[config.mk]
export PLATFORM = sky130hd
export DESIGN_NAME = cache_wb_ctrl
export DESIGN_NICKNAME = d
export VERILOG_FILES = /design/src/rtl/cache_pkg.sv /design/src/rtl/cache_line_store.sv /design/src/rtl/cache_wb_ctrl.sv
export SDC_FILE = /design/constraint.sdc
export NUM_CORES = 2
export LEC_CHECK = 0
export ABC_AREA = 1
export BUFFER_PORTS_ARGS = -buffer_cell sky130_fd_sc_hd__buf_2
export CORE_UTILIZATION = 43
export CTS_BUF_LIST = sky130_fd_sc_hd__clkbuf_16
export DETAILED_ROUTE_END_ITERATION = 10
export PLACE_DENSITY_LB_ADDON = 0.3
export SLEW_MARGIN = 20
export SYNTH_ARGS = -nofsm -noshare
export SYNTH_HDL_FRONTEND = slang
export SYNTH_MEMORY_MAX_BITS = 65536
export SYNTH_SLANG_ARGS = --single-unit
export TNS_END_PERCENT = 1
[constraint.sdc]
create_clock -name clk -period 5 [get_ports clk]
set_input_delay 0.5 -clock clk [delete_from_list [all_inputs] [get_ports clk]]
set_output_delay 0.5 -clock clk [all_outputs]
set_load 0.005 [all_outputs]
[src/rtl/cache_pkg.sv]
// Shared types and geometry helpers for the write-back data cache.
// Imported by cache_line_store and cache_wb_ctrl.
package cache_pkg;

   typedef enum logic [1:0] {
      IDLE,
      WRITEBACK,
      REFILL,
      RESPOND
   } state_t;

   function automatic int off_w(input int words);
      return $clog2(words);
   endfunction

   function automatic int idx_w(input int lines);
      return $clog2(lines);
   endfunction

   function automatic int tag_w(input int addr_w, input int lines,
                                input int words);
      return addr_w - $clog2(lines) - $clog2(words);
   endfunction

endpackage

[src/rtl/cache_line_store.sv]
// Data, tag, valid and dirty arrays of the direct-mapped cache.
// Ports: clk/rst, async read port (rd_*), word write port (wr_*) with tag/valid and dirty strobes.
module cache_line_store
   import cache_pkg::*;
#(
   parameter int DATA_W = 32,
   parameter int LINES  = 32,
   parameter int WORDS  = 4,
   parameter int TAG_W  = 3
) (
   input  logic                      clk,
   input  logic                      rst,
   input  logic [idx_w(LINES)-1:0]   rd_idx,
   input  logic [off_w(WORDS)-1:0]   rd_off,
   output logic [DATA_W-1:0]         rd_data,
   output logic [TAG_W-1:0]          rd_tag,
   output logic                      rd_valid,
   output logic                      rd_dirty,
   input  logic                      wr_en,
   input  logic [idx_w(LINES)-1:0]   wr_idx,
   input  logic [off_w(WORDS)-1:0]   wr_off,
   input  logic [DATA_W-1:0]         wr_data,
   input  logic [TAG_W-1:0]          wr_tag,
   input  logic                      tag_we,
   input  logic                      dirty_set
);

   logic [DATA_W-1:0] data_mem [LINES][WORDS];
   logic [TAG_W-1:0]  tag_mem  [LINES];
   logic [LINES-1:0]  valid;
   logic [LINES-1:0]  dirty;

   assign rd_data  = data_mem[rd_idx][rd_off];
   assign rd_tag   = tag_mem[rd_idx];
   assign rd_valid = valid[rd_idx];
   assign rd_dirty = dirty[rd_idx];

   // Data and tags are never cleared; only valid/dirty reset.
   always_ff @(posedge clk) begin
      if (wr_en)
         data_mem[wr_idx][wr_off] <= wr_data;
      if (tag_we)
         tag_mem[wr_idx] <= wr_tag;
   end

   always_ff @(posedge clk) begin
      if (rst) begin
         valid <= '0;
         dirty <= '0;
      end else begin
         if (tag_we) begin
            valid[wr_idx] <= 1'b1;
            dirty[wr_idx] <= 1'b0;
         end
         if (dirty_set)
            dirty[wr_idx] <= 1'b1;
      end
   end

endmodule

[src/rtl/cache_wb_ctrl.sv]
// Direct-mapped write-back, write-allocate cache controller with fill sequencer.
// Ports: cpu_* load/store port (0-cycle hits), mem_* word-transfer port with req/ack.
module cache_wb_ctrl
   import cache_pkg::*;
#(
   parameter int DATA_W = 32,
   parameter int ADDR_W = 10,
   parameter int LINES  = 32,
   parameter int WORDS  = 4
) (
   input  logic              clk,
   input  logic              rst,
   input  logic              cpu_req,
   input  logic              cpu_we,
   input  logic [ADDR_W-1:0] cpu_addr,
   input  logic [DATA_W-1:0] cpu_wdata,
   output logic              cpu_ready,
   output logic [DATA_W-1:0] cpu_rdata,
   output logic              mem_req,
   output logic              mem_we,
   output logic [ADDR_W-1:0] mem_addr,
   output logic [DATA_W-1:0] mem_wdata,
   input  logic [DATA_W-1:0] mem_rdata,
   input  logic              mem_ack
);

   localparam int OFF_W = off_w(WORDS);
   localparam int IDX_W = idx_w(LINES);
   localparam int TAG_W = tag_w(ADDR_W, LINES, WORDS);

   state_t           state;
   logic [OFF_W-1:0] wcnt;
   logic [TAG_W-1:0] miss_tag;
   logic [IDX_W-1:0] miss_idx;

   logic [OFF_W-1:0]  cpu_off;
   logic [IDX_W-1:0]  cpu_idx;
   logic [TAG_W-1:0]  cpu_tag;
   logic              serve;
   logic [IDX_W-1:0]  line_idx;
   logic [OFF_W-1:0]  rd_off;
   logic [DATA_W-1:0] rd_data;
   logic [TAG_W-1:0]  rd_tag;
   logic              rd_valid;
   logic              rd_dirty;
   logic              hit;
   logic              last;
   logic              in_wb;
   logic              in_rf;
   logic              fill_we;
   logic              wr_en;
   logic [OFF_W-1:0]  wr_off;
   logic [DATA_W-1:0] wr_data;
   logic              tag_we;
   logic              dirty_set;

   assign cpu_off = cpu_addr[OFF_W-1:0];
   assign cpu_idx = cpu_addr[OFF_W +: IDX_W];
   assign cpu_tag = cpu_addr[ADDR_W-1 -: TAG_W];

   // The miss address is latched so a fill finishes coherently
   // even if the core misbehaves and drops its request.
   assign serve    = (state == IDLE) || (state == RESPOND);
   assign line_idx = serve ? cpu_idx : miss_idx;
   assign rd_off   = serve ? cpu_off : wcnt;

   assign hit  = cpu_req && rd_valid && (rd_tag == cpu_tag);
   assign last = (wcnt == OFF_W'(WORDS - 1));

   assign in_wb = !rst && (state == WRITEBACK);
   assign in_rf = !rst && (state == REFILL);

   assign cpu_ready = !rst && serve && hit;
   assign cpu_rdata = (cpu_ready && !cpu_we) ? rd_data : '0;

   assign fill_we   = in_rf && mem_ack;
   assign dirty_set = cpu_ready && cpu_we;
   assign wr_en     = fill_we || dirty_set;
   assign wr_off    = fill_we ? wcnt : cpu_off;
   assign wr_data   = fill_we ? mem_rdata : cpu_wdata;
   assign tag_we    = fill_we && last;

   assign mem_req   = in_wb || in_rf;
   assign mem_we    = in_wb;
   assign mem_addr  = in_wb ? {rd_tag, miss_idx, wcnt} :
                      in_rf ? {miss_tag, miss_idx, wcnt} : '0;
   assign mem_wdata = in_wb ? rd_data : '0;

   cache_line_store #(
      .DATA_W (DATA_W),
      .LINES  (LINES),
      .WORDS  (WORDS),
      .TAG_W  (TAG_W)
   ) u_store (
      .clk       (clk),
      .rst       (rst),
      .rd_idx    (line_idx),
      .rd_off    (rd_off),
      .rd_data   (rd_data),
      .rd_tag    (rd_tag),
      .rd_valid  (rd_valid),
      .rd_dirty  (rd_dirty),
      .wr_en     (wr_en),
      .wr_idx    (line_idx),
      .wr_off    (wr_off),
      .wr_data   (wr_data),
      .wr_tag    (miss_tag),
      .tag_we    (tag_we),
      .dirty_set (dirty_set)
   );

   always_ff @(posedge clk) begin
      if (rst) begin
         state <= IDLE;
         wcnt  <= '0;
      end else begin
         unique case (state)
            IDLE: begin
               if (cpu_req && !hit) begin
                  miss_tag <= cpu_tag;
                  miss_idx <= cpu_idx;
                  wcnt     <= '0;
                  state    <= (rd_valid && rd_dirty) ? WRITEBACK : REFILL;
               end
            end
            WRITEBACK: begin
               if (mem_ack) begin
                  wcnt <= wcnt + 1'b1;
                  if (last)
                     state <= REFILL;
               end
            end
            REFILL: begin
               if (mem_ack) begin
                  wcnt <= wcnt + 1'b1;
                  if (last)
                     state <= RESPOND;
               end
            end
            RESPOND: state <= IDLE;
            default: state <= IDLE;
         endcase
      end
   end

endmodule

After elaboration in Yosys (flattened, before gate mapping)
Memories as Yosys holds them, arrays and structs flattened.
Cells that the tools add are included.
{"block": "totals", "register_bits": 76, "ramBits": 4192, "out_inout_bits": 77, "memories": 2}
{"memory": "u_store.data_mem", "depth": 32, "word_bits": 128, "rd": 1, "rd_ports_with_merged_regs": 0, "write_ports": 1, "line_no": "cache_line_store.sv:28", "source": "logic [DATA_W-1:0] data_mem [LINES][WORDS];"}
{"memory": "u_store.tag_mem", "depth": 32, "word_bits": 3, "rd": 1, "rd_ports_with_merged_regs": 0, "write_ports": 1, "line_no": "cache_line_store.sv:29", "source": "logic [TAG_W-1:0] tag_mem [LINES];"}
{"block": "op_classes", "addsub": 1, "order_cmp": 5, "n_eq_ne": 11, "muxes": 36, "n_bitwise": 7, "reduce_logical": 26}
{"op": "32-bit 2-to-1 mux", "count": 9}
{"op": "128-bit 2-to-1 mux", "count": 1}
{"op": "32-bit binary-select mux with 2-bit select", "count": 1}
{"op": "32-bit demux with 2-bit select", "count": 1}
{"op": "32-bit bitwise OR", "count": 2}
{"op": "32-bit AND", "count": 1}
{"op": "32-bit NOT", "count": 1}
{"op": "10-bit 2-to-1 mux", "count": 2}
{"op": "2-bit 2-to-1 mux", "count": 10}
{"op": "1-bit logical AND", "count": 14}
{"op": "1-bit binary-select mux with 5-bit select", "count": 2}
{"op": "2-bit inequality test, second input constant", "count": 4}
{"op": "2-bit one-hot mux with 4 select lines", "count": 1}
{"op": "2-bit == test, second input constant", "count": 3}
{"op": "3-bit greater-or-equal comparator, second input constant", "count": 2}
{"op": "5-bit by 6-bit < comparator with 1-bit output, second input constant", "count": 1}
{"op": "1-bit 2-to-1 mux", "count": 6}
{"op": "2-bit NOT with 3-bit output", "count": 2}
{"op": "3-bit AND reduction", "count": 2}
{"op": "1-bit demux with 5-bit select", "count": 1}
{"op": "5-bit by 1-bit greater-or-equal comparator with 1-bit output, second input constant", "count": 1}
{"op": "5-bit 2-to-1 mux", "count": 1}
{"op": "5-bit AND reduction", "count": 1}
{"op": "2-bit by 1-bit inequality test with 1-bit output, second input constant", "count": 2}
{"op": "other kinds (11)", "count": 15}

Depth between registers and ports, before layout
{"block": "depth", "ltp_word": 13, "ltp_mapped": 25, "mapped_depth_nobuf": 23}

By module
From an unflattened synthesis, not the netlist that was laid out.
{"block": "hier_totals", "hier_cells": 14344, "area_unflattened_um2": 173655.3}
{"module": "cache_line_store", "instances": 1, "cells_per_inst": 14083, "area_each_um2": 171919.9, "seq_area_each_um2": 127162.0}
{"module": "cache_wb_ctrl", "instances": 1, "cells_per_inst": 261, "area_each_um2": 1735.4, "seq_area_each_um2": 320.3}

Worst setup path after synthesis
OpenSTA, ideal clock, no wires.
{"block": "synth_path", "path_type": "reg-to-reg", "startpoint": "register state[1]", "endpoint": "memory u_store.data_mem[0][0] (netlist bit), enable pin", "t_arrival_ps": 4021, "setup_slack_ps": 558, "path_stages_with_launch": 26, "path_buffers": 3, "period_less_slack_ps": 4442, "cell_sequence": "dfxtp_1 -> inv_1 -> ha_1 -> inv_4 -> nand2_4 -> nand2_1 -> buf_6 -> buf_6 -> nand2_1 -> nand2_1 -> nand2_1 -> nand2_1 -> nand2_1 -> nand2_1 -> nor2_1 -> nand2_1 -> nand2_1 -> nand2_1 -> nor2_1 -> nand2_1 -> inv_2 -> nand3_2 -> nand2_4 -> nand3_4 -> buf_6 -> nor2_1"}
{"block": "synth_via", "elab_chain_cells": 12, "word_cells_on_any_way": 26, "classes_between": "2 x order compare; 3 x eq/ne; 8 x mux; 1 x bitwise; 11 x reduce/logical; 1 x memory"}
{"item": "from (decl)", "line_no": "cache_wb_ctrl.sv:31", "source": "state_t state;"}
{"item": "from (signal assigned)", "line_no": "cache_wb_ctrl.sv:123", "source": "state <= (rd_valid && rd_dirty) ? WRITEBACK : REFILL;"}
{"item": "branches (longest 12 deep; another with memory 32 x 3 bit)"}
{"item": "to (decl)", "line_no": "cache_line_store.sv:28"}
Several ways; the timed one is not identified. The select of a mux whose other input is x is not followed.

Worst setup path after layout
{"block": "layout_path", "startpoint": "register state[0]", "endpoint": "output cpu_rdata[31]"}
{"block": "layout_via", "elab_chain_cells": 10, "word_cells_on_any_way": 20, "classes_between": "2 x eq/ne; 8 x mux; 1 x bitwise; 7 x reduce/logical; 2 x memory"}
{"item": "2-bit == test / 2-bit zero test (equally long branches)", "line_no": "cache_wb_ctrl.sv:63", "source": "assign serve = (state == IDLE) || (state == RESPOND);"}
{"item": "1-bit logical OR *", "line_no": "cache_wb_ctrl.sv:63"}
{"item": "branches (longest 7 deep; another with memory 32 x 128 bit)"}
{"item": "32-bit 2-to-1 mux *", "line_no": "cache_wb_ctrl.sv:74", "source": "assign cpu_rdata = (cpu_ready && !cpu_we) ? rd_data : '0;"}
{"item": "to (decl)", "line_no": "cache_wb_ctrl.sv:18", "source": "output logic [DATA_W-1:0] cpu_rdata,"}
Mark *: on every way between the ends. The select of a mux whose other input is x is not followed.

==> results_dict.tcl <==
set metrics [dict create \
    status "finished with violations" \
    violations "negative setup slack" \
    finClkSkew_ns 0.0584 \
    row_count 223 \
    syn_to_final_growth_pct 21.6 \
    antenna_found_initial 28 \
    cts_buffer_depth 4 \
    post_dp_cell_area_um2 176000 \
    p_comb_share_pct 41.6 \
    endpoint_kind "output pin" \
    start_util_pct 43.3 \
    hold_slack_ns 0.0754 \
    drc 0 \
    syn-num-nets 10428 \
    fin_crit_ns 5.14 \
    crit_top_cell "buf_12" \
    finalSetupViolCount 57 \
    grt_overflow 0 \
    power.leakage_uw 0.0644 \
    clock_latency_ns 0.97 \
    place_ws_ns -0.198 \
    critical_path.cell_chain "inv_2 > ha_4 > buf_12 > nand2_8 > nand2_8 > nor2_4 > buf_12 > buf_12 > inv_2 > buf_12 > o22ai_1 > o21ai_2 > buf_4 > nand4_1 > nor3b_2 > buf_4 > nand2_1 > nand3_2 > nand2_1 > buf_4 > nor2_1 > buf_2" \
    worstMarginPinSlew_ns 1.25 \
    peakVddDrop_v 0.000385 \
    grt_pass1_vias 98271 \
    clock-sinks 4268 \
    track_usage_pct 29.0 \
    final.period_utilization_pct 103 \
    fillers 29238 \
    cts_buffers 414 \
    postSynthAreaPerCell_um2 15.5 \
    finalInstanceArea_um2 195000 \
    route.detailed.wl_per_inst_um 33.8 \
    crit_buf_inv 10 \
    p_sw_share_pct 38.8 \
    drt_pass1_iterations 6 \
    cap_viol_max_count 0 \
    fin_util_pct 52.7 \
    ios 156 \
    cp.arrival_ns 4.64 \
    num_vias 104368 \
    grt_pass1_wl_um 766000 \
    p_int_uw 74700 \
    die_w_um 612 \
    dieArea_um2 375000 \
    io_buffers 155 \
    dr.first_iter.drc_count 17648 \
    rsz0062_at_grt "yes" \
    drive_gt1_share_pct 21.0 \
    path_max_fanout 11 \
    p_per_area_nw_per_um2 627 \
    synth_seq_area_share_pct 79.6 \
    startpoint_type "register" \
    maxSlewViolCount 0 \
    wl_um 560000 \
    htreeDepth 5 \
    grt_max_degree 129 \
    final_antenna_net_count 0 \
    crit_type "register to output pin" \
    cts_tree "yes" \
    syn_area_um2 160000 \
    die_h_um 612 \
    critPathTopFamily "buffers and inverters" \
    finalHoldViolCount 0 \
    fmax_mhz 194 \
    syn_inst 10345 \
    holdCritPathClass "input port to register" \
    power_frac_clock_pct 25.3 \
    synth_seq_cells 4268 \
    place_congestion 0.925 \
    hpwlAfterDp_um 332000 \
    p_switching_uw 47300 \
    critPathMaxStageDelay_ns 0.36 \
    core-area_um2 370000 \
    critPathSlowestCell "o21ai_2" \
    yosys_warnings 0 \
    clk_pin_slew_ns 0.06 \
    fin_nets 11353 \
    slew_headroom_pct 16.5 \
    crit_required_ns 4.50 \
    vias_per_cell 6.30 \
    clock-root-buffer "clkbuf_16" \
    ys_types 36 \
    pwr-share-seq_pct 33.0 \
    finalWorstSetupSlack_ns -0.144 \
]
## area by class of cell
class	count	area (um2)	area share, %
diodes	7	17.5	0.00900
repair buffers	1162	14000	7.20
clock inverters	330	2750	1.41
inverters	246	1030	0.532
flip-flops and latches	4268	127000	65.5
clock buffers	422	10600	5.42
repair inverters	5	76.3	0.0392
multi-input cells	5173	32500	16.7
well taps	4950	6190	3.18
## cells by family (layout without fill, tap and decap cells)
group           after synthesis  count (layout)  share of synthesized area [%]
compound gates             2849            2849                           11.8
flops                      4268            4268                           79.6
buf+inv                     904            2165                           2.33
fa+ha+maj                     4               4                         0.0313
simple gates               2320            2320                           6.24
other cells                   0               7                              0
## cells in the mapped netlist (all sizes together)
cell	instances	area [um2]
a21oi	899	4500
o22a	1	8.76
buf	266	1340
nand2	1249	4710
clkinv	3	11.3
clkbuf	392	1470
nor3b	1	7.51
nor2	365	1370
nand3	280	1450
a31oi	31	194
edfxtp	4200	126000
a21o	124	931
ha	4	50.1
inv	243	915
o21a	7	52.6
a22oi	1643	12300
o21ai	66	342
nor3	196	1020
nand3b	7	52.6
dfxtp	68	1360
nand4	160	1000
o22ai	78	488
or2	62	388
## repair_timing
item,CTS,global route
pin swaps,96,47
endpoints found under the setup margin,115,64
endpoints found under the hold margin,8,0
buffers inserted,48,6
resized for setup,640,121
hold buffers,8,0
gates cloned,44,7
## layout by cell type (no fill, tap or decap), drive strengths merged
cell,instances
nand3,280
bufinv,43
diode,7
a21oi,899
o22ai,78
dfxtp,68
dlygate4sd3,8
a21o,124
buf,1115
a31oi,31
o21a,7
clkinvlp,20
or2,62
nand2,1249
nand4,160
nor3,196
clkbuf,430
bufbuf,31
edfxtp,4200
a22oi,1643
o22a,1
nand3b,7
nor2,365
o21ai,66
inv,342
clkinv,176
nor3b,1
ha,4
## state kept, by name (all words and copies together) (netlist names), named ones only
signal,cells
miss_idx,5
state,2
miss_tag,3
u_store.valid,32
wcnt,2
u_store.dirty,1
u_store.tag_mem,96
u_store.data_mem,4096
## power groups by stage
stage | clock network [uW] | registers (uW) | logic [uW]
2_1_floorplan | 0 | 41300 | 18500
3_3_place_gp | 0 | 41100 | 41700
3_5_place_dp | 0 | 41100 | 41900
4_1_cts | 31000 | 40300 | 48000
5_1_grt | 32300 | 40300 | 51600
6_report | 30900 | 40300 | 50800
## path summary, 6_finish.rpt
kind | start | to | slack, ns | depth (start not counted)
hold reg to reg | u_store.valid[3]$_SDFFE_PP0P_ | u_store.valid[3]$_SDFFE_PP0P_ | 0.46 | 2
setup / recovery | state[0]$_SDFFE_PP0P_ | cpu_rdata[31] | -0.14 | 22
setup reg to reg | state[0]$_SDFFE_PP0P_ | u_store.data_mem[31][124]$_DFFE_PP_ | 0.42 | 21
hold / removal | mem_ack | state[1]$_SDFFE_PP0P_ | 0.08 | 5
## through the flow
step / TNS [ns] / power, uW / instances
5_1_grt: -5.97 / 124000 / 16557
4_1_cts: -1.08 / 119000 / 16545
6_report: -2.68 / 122000 / 16563
3_5_place_dp: -1.78 / 83000 / 15696
3_3_place_gp: -41.01 / 82800 / 15696
2_1_floorplan: 0 / 59800 / 10345
## routing by layer
layer	vias up	global-route usage, %	wire length (um)
met5	-	0.284	247
met4	16	14.0	31600
met3	1266	8.82	78500
met2	7548	42.9	245000
met1	53212	39.1	204000
li1	42326	-	-
## tightest hold or removal path, stage by stage
cell     delay (ns)
buf_2          0.12
nand2_1        0.05
o21ai_0        0.16
a21oi_1        0.09
nor2_1         0.09
Note: power is estimated with default switching activity, not from simulation.
